<file path="config.mk">
export PLATFORM = sky130hd
export DESIGN_NAME = trap_handler
export DESIGN_NICKNAME = d
export VERILOG_FILES = /design/src/rtl/trap_handler.sv
export SDC_FILE = /design/constraint.sdc
export NUM_CORES = 1
export LEC_CHECK = 0
export BUFFER_PORTS_ARGS = -buffer_cell sky130_fd_sc_hd__clkbuf_2
export CORE_ASPECT_RATIO = 0.6
export CORE_MARGIN = 10
export CORE_UTILIZATION = 56
export CTS_BUF_LIST = sky130_fd_sc_hd__clkbuf_8
export CTS_CLUSTER_SIZE = 24
export DETAILED_ROUTE_END_ITERATION = 16
export GPL_ROUTABILITY_DRIVEN = 1
export PLACE_DENSITY_LB_ADDON = 0.2
export SYNTH_ARGS = -nofsm -noshare
export SYNTH_HDL_FRONTEND = slang
export SYNTH_SLANG_ARGS = --single-unit
export TNS_END_PERCENT = 50
</file>
<file path="constraint.sdc">
create_clock -name clk -period 3.04 [get_ports clk]
set_input_delay 0.152 -clock clk [delete_from_list [all_inputs] [get_ports clk]]
set_output_delay 0.152 -clock clk [all_outputs]
set_load 0.1 [all_outputs]
</file>
<file path="src/rtl/trap_handler.sv">
// Machine-mode trap sequencer: captures trap context, owns the M-mode CSRs and
// emits a one-cycle redirect strobe toward mtvec on a trap or mepc on MRET.
//
// state | meaning
// IDLE  | normal execution; accepts traps, MRET and CSR writes
// TRAP  | trap taken; redirect to mtvec this cycle
// RET   | MRET taken; redirect to mepc this cycle
module trap_handler #(
  parameter logic [31:0] MTVEC_RESET = 32'h0000_0010
) (
  input  logic        clk,
  input  logic        rst,
  input  logic        exception,
  input  logic        interrup,
  input  logic [31:0] excep_info,
  input  logic [31:0] pc,
  input  logic [31:0] tval,
  input  logic        mret,
  input  logic        irq_ext,
  input  logic [11:0] csr_addr,
  input  logic        csr_we,
  input  logic [31:0] csr_wdata,
  output logic [31:0] csr_rdata,
  output logic [31:0] mstatus,
  output logic [31:0] mip,
  output logic        redirect,
  output logic [31:0] redirect_pc,
  output logic        busy
);

  localparam logic [11:0] ADDR_MSTATUS = 12'h300;
  localparam logic [11:0] ADDR_MTVEC   = 12'h305;
  localparam logic [11:0] ADDR_MEPC    = 12'h341;
  localparam logic [11:0] ADDR_MCAUSE  = 12'h342;
  localparam logic [11:0] ADDR_MTVAL   = 12'h343;
  localparam logic [11:0] ADDR_MIP     = 12'h344;

  typedef enum logic [1:0] {IDLE, TRAP, RET} state_t;

  state_t      state_q, state_d;
  logic        mie_q, mpie_q, mip0_q;
  logic [31:0] mtvec_q, mepc_q, mcause_q, mtval_q;
  logic        trap_take, mret_take, csr_wr;

  // Everything arriving during TRAP/RET belongs to flushed instructions.
  always_comb begin
    state_d   = state_q;
    trap_take = 1'b0;
    mret_take = 1'b0;
    csr_wr    = 1'b0;
    case (state_q)
      IDLE: begin
        trap_take = exception | (interrup & mie_q);
        mret_take = mret & ~trap_take;
        csr_wr    = csr_we & ~trap_take & ~mret_take;
        if (trap_take)      state_d = TRAP;
        else if (mret_take) state_d = RET;
      end
      default: state_d = IDLE;
    endcase
  end

  always_ff @(posedge clk) begin
    if (rst) begin
      state_q  <= IDLE;
      mie_q    <= 1'b0;
      mpie_q   <= 1'b0;
      mip0_q   <= 1'b0;
      mtvec_q  <= MTVEC_RESET;
      mepc_q   <= '0;
      mcause_q <= '0;
      mtval_q  <= '0;
    end else begin
      state_q <= state_d;
      mip0_q  <= irq_ext;
      if (trap_take) begin
        mepc_q   <= {pc[31:2], 2'b00};
        mcause_q <= excep_info;
        mtval_q  <= tval;
        mpie_q   <= mie_q;
        mie_q    <= 1'b0;
      end else if (mret_take) begin
        mie_q  <= mpie_q;
        mpie_q <= 1'b1;
      end else if (csr_wr) begin
        case (csr_addr)
          ADDR_MSTATUS: begin
            mie_q  <= csr_wdata[0];
            mpie_q <= csr_wdata[1];
          end
          ADDR_MTVEC:  mtvec_q  <= {csr_wdata[31:2], 2'b00};
          ADDR_MEPC:   mepc_q   <= {csr_wdata[31:2], 2'b00};
          ADDR_MCAUSE: mcause_q <= csr_wdata;
          ADDR_MTVAL:  mtval_q  <= csr_wdata;
          default: ;
        endcase
      end
    end
  end

  assign mstatus = {30'd0, mpie_q, mie_q};
  assign mip     = {31'd0, mip0_q};

  always_comb begin
    csr_rdata = '0;
    case (csr_addr)
      ADDR_MSTATUS: csr_rdata = mstatus;
      ADDR_MTVEC:   csr_rdata = mtvec_q;
      ADDR_MEPC:    csr_rdata = mepc_q;
      ADDR_MCAUSE:  csr_rdata = mcause_q;
      ADDR_MTVAL:   csr_rdata = mtval_q;
      ADDR_MIP:     csr_rdata = mip;
      default:      csr_rdata = '0;
    endcase
  end

  // Outputs are masked by rst so a reset landing on TRAP/RET never flushes.
  always_comb begin
    redirect    = 1'b0;
    redirect_pc = '0;
    busy        = 1'b0;
    if (!rst) begin
      busy = (state_q != IDLE);
      case (state_q)
        TRAP: begin
          redirect    = 1'b1;
          redirect_pc = mtvec_q;
        end
        RET: begin
          redirect    = 1'b1;
          redirect_pc = mepc_q;
        end
        default: ;
      endcase
    end
  end

endmodule

</file>
==> metrics.cfg <==
[clock_tree]
cts_tree = built
cts_sinks = 129
cts.clk_slew.worst_paths_ns = 0.08
cts-htree-levels = 4
worstSkewPairLatency_ns = 0.44
clock_path_buffers = 2
root_buffer = clkbuf_8
cts_buffers = 17
ctsHoldBuffers = 81
post_cts_resize_count = 0
cts_setup_buffers = 0

[global_routing]
grt_pass1_wl_mm = 48.9
antenna_found_initial = 1
globalRoute.totalOverflow = 0
grt.total_usage_pct = 30.0
grt_pass1_vias = 8850
grt_start_max_net_pins = 85

[timing]
period_needed_ns = 2.78
slew_headroom_pct = 35.5
finalMaxSlewViolations = 0
period_share_pct = 91.4
finalHoldViolations = 0
fmax_mhz = 360
fin_tns_setup_ns = 0
tightest_slew_ns = 0.968
fin_ws_ns = 0.263
rsz0062_at_grt = false
finalSetupViolCount = 0
fin_skew_ns = 0.0148

[flow_run]
drv_cap = 0

[worst_setup_path]
worst_setup_path_end_kind = output pin
reg2reg_setup_slack_ns = 0.34
worstSetupStartpoint = state_q[1]
required_ns = 2.89
cp-start-kind = flop
path_class = reg2out
r2r-start = state_q[1]
cp.arrival_ns = 2.63
worst-path-max-fanout = 16

[final_layout]
final_util_pct = 76.4
syn2layout_area_growth_pct = 32.8
fin_nets = 1374
drive_gt1_share_pct = 23.4

[logic_synthesis]
synth.most_common_cell = nor2_1
synth_cell_types = 40
yosys_warnings = 0
synth_top_area_cell = dfxtp_1
async_reset_ff_share_pct = 0
syn_area_per_cell_um2 = 7.87
synth_edf_count = 0
syn_area_mm2 = 0.00791
yosysSeqAreaShare_pct = 32.7
synth_cells = 1005
synth_ff_type = dfxtp_1
synth_seq_cells = 129
synth.top_cell.area_share_pct = 32.7
synth_area_leaders = dfxtp_1 33%, a311oi_1 10%, nor2_1 7.6%
synthTopCellsByCount = 160 x nor2_1, 129 x dfxtp_1, 94 x a311oi_1, 86 x clkbuf_1, 74 x buf_4

[detailed_routing]
drtPass1Iterations = 7
drcViolationCount = 0
routed_wl_mm = 31.4
drtIter0Drc = 1447
vias = 9294
wl_per_cell_um = 21.9
detail-route-antenna-nets = 0
vias_per_cell = 6.50

[power]
power.switching_mw = 1.63
clkPwrFrac_pct = 35.2
seqPwrFrac_pct = 40.5
power_mw = 4.69
p_leak_nw = 3.99
combPwrFrac_pct = 24.3
powerDensity_mw_per_mm2 = 446
intPower_mw = 3.06
power.share.switching_pct = 34.7
vdd_drop_max_uv = 292

[placed_design]
pre_cts_slack_ns = 0.585
place_congestion = 0.898
io_buffers = 211
dpl.hpwl_mm = 19.7

[die]
die-area_mm2 = 0.0194
die_h_um = 112
coreArea_mm2 = 0.0137
start_util_pct = 57.5
ios = 277
rows = 33
die_x_um = 173

[hold_path]
holdCritStartpoint = pc[11]
min_path_type = in2reg

[run_status]
status = complete, no violations

[cell families (layout without fill, tap and decap cells)]
group / count (synthesis) / count (layout) / synth area share, %
flip-flops: 129 / 129 / 32.7
AO/OA/AOI/OAI: 320 / 320 / 29.9
adder cells (fa/ha/maj): 3 / 3 / 0.475
multiplexers: 33 / 33 / 4.18
buffers and inverters: 197 / 367 / 13.3
other: 1 / 64 / 0.0474
AND/OR/NAND/NOR: 322 / 322 / 19.5
[power groups by stage]
stage	combinational [mW]	sequential (mW)	clock, mW
after floorplan	0.846	1.91	0
after global placement	1.01	1.93	0
after detailed placement	1.02	1.93	0
after CTS	1.11	1.89	1.64
after global routing	1.20	1.91	1.72
final	1.14	1.90	1.65
[worst max-delay path: stages (launching register included)]
cell and delay [ns]:
dfxtp_1 0.37, inv_1 0.09, ha_1 0.28, nand2_1 0.43, buf_4 0.38, nor2_1 0.27, buf_4 0.36
[state kept, by name, indices dropped and copies added (netlist names)]
| name | cells |
|---|---|
| state_q | 2 |
| mcause_q | 32 |
| mepc_q | 30 |
| mtval_q | 32 |
| mtvec_q | 30 |
| mpie_q | 1 |
| mip0_q | 1 |
| mie_q | 1 |
[per-stage QoR]
step                hold WS, ns  instances  area (um2)
floorplan                 0.280       1067        8140
global placement          0.370       1316        9260
detailed placement        0.384       1316        9260
CTS                   0.0000303       1429       10500
global route            0.00775       1430       10500
finish                  0.00970       1430       10500
[placed cells by master (no fill, tap or decap), types with 2 or more instances in the layout]
| cell | instances |
|---|---|
| a21oi_1 | 32 |
| a221o_1 | 30 |
| a22oi_1 | 30 |
| a311oi_1 | 94 |
| a31o_2 | 2 |
| and2_1 | 2 |
| buf_12 | 36 |
| buf_4 | 38 |
| bufinv_16 | 4 |
| clkbuf_2 | 171 |
| clkbuf_8 | 18 |
| clkinv_2 | 3 |
| clkinvlp_4 | 3 |
| conb_1 | 63 |
| dfxtp_1 | 129 |
| dlygate4sd3_1 | 81 |
| ha_1 | 3 |
| inv_1 | 9 |
| inv_6 | 2 |
| mux2i_1 | 33 |
| nand2_1 | 8 |
| nand3_1 | 64 |
| nand4_1 | 68 |
| nor2_1 | 160 |
| nor2b_1 | 2 |
| nor3_1 | 3 |
| nor3_2 | 2 |
| o21ai_0 | 57 |
| o21ai_1 | 6 |
| o31ai_1 | 64 |
[layout make-up]
| class | count | area (um2) |
|---|---|---|
| Antenna cell | 1 | 2.50 |
| Clock buffer | 18 | 248 |
| Clock inverter | 14 | 188 |
| Fill cell | 1020 | 3240 |
| Inverter | 9 | 33.8 |
| Multi-Input combinational cell | 741 | 4540 |
| Sequential cell | 129 | 2580 |
| Tap cell | 192 | 240 |
| Timing Repair Buffer | 326 | 2670 |
[layer usage]
metal,global-route usage (%),share of wire [%],up-vias
met5,0,0,-
met4,10.9,2.3,0
met3,9.07,13,73
met2,45.5,45,729
met1,39.4,40,4330
li1,-,-,4162
[final timing paths]
path | depth (start not counted) | to
setup / recovery | 6 | redirect_pc[31]
setup reg to reg | 8 | mcause_q[0]
hold reg to reg | 2 | mtval_q[31]
hold / removal | 3 | mepc_q[11]
Power figures use the tool's default switching activity.
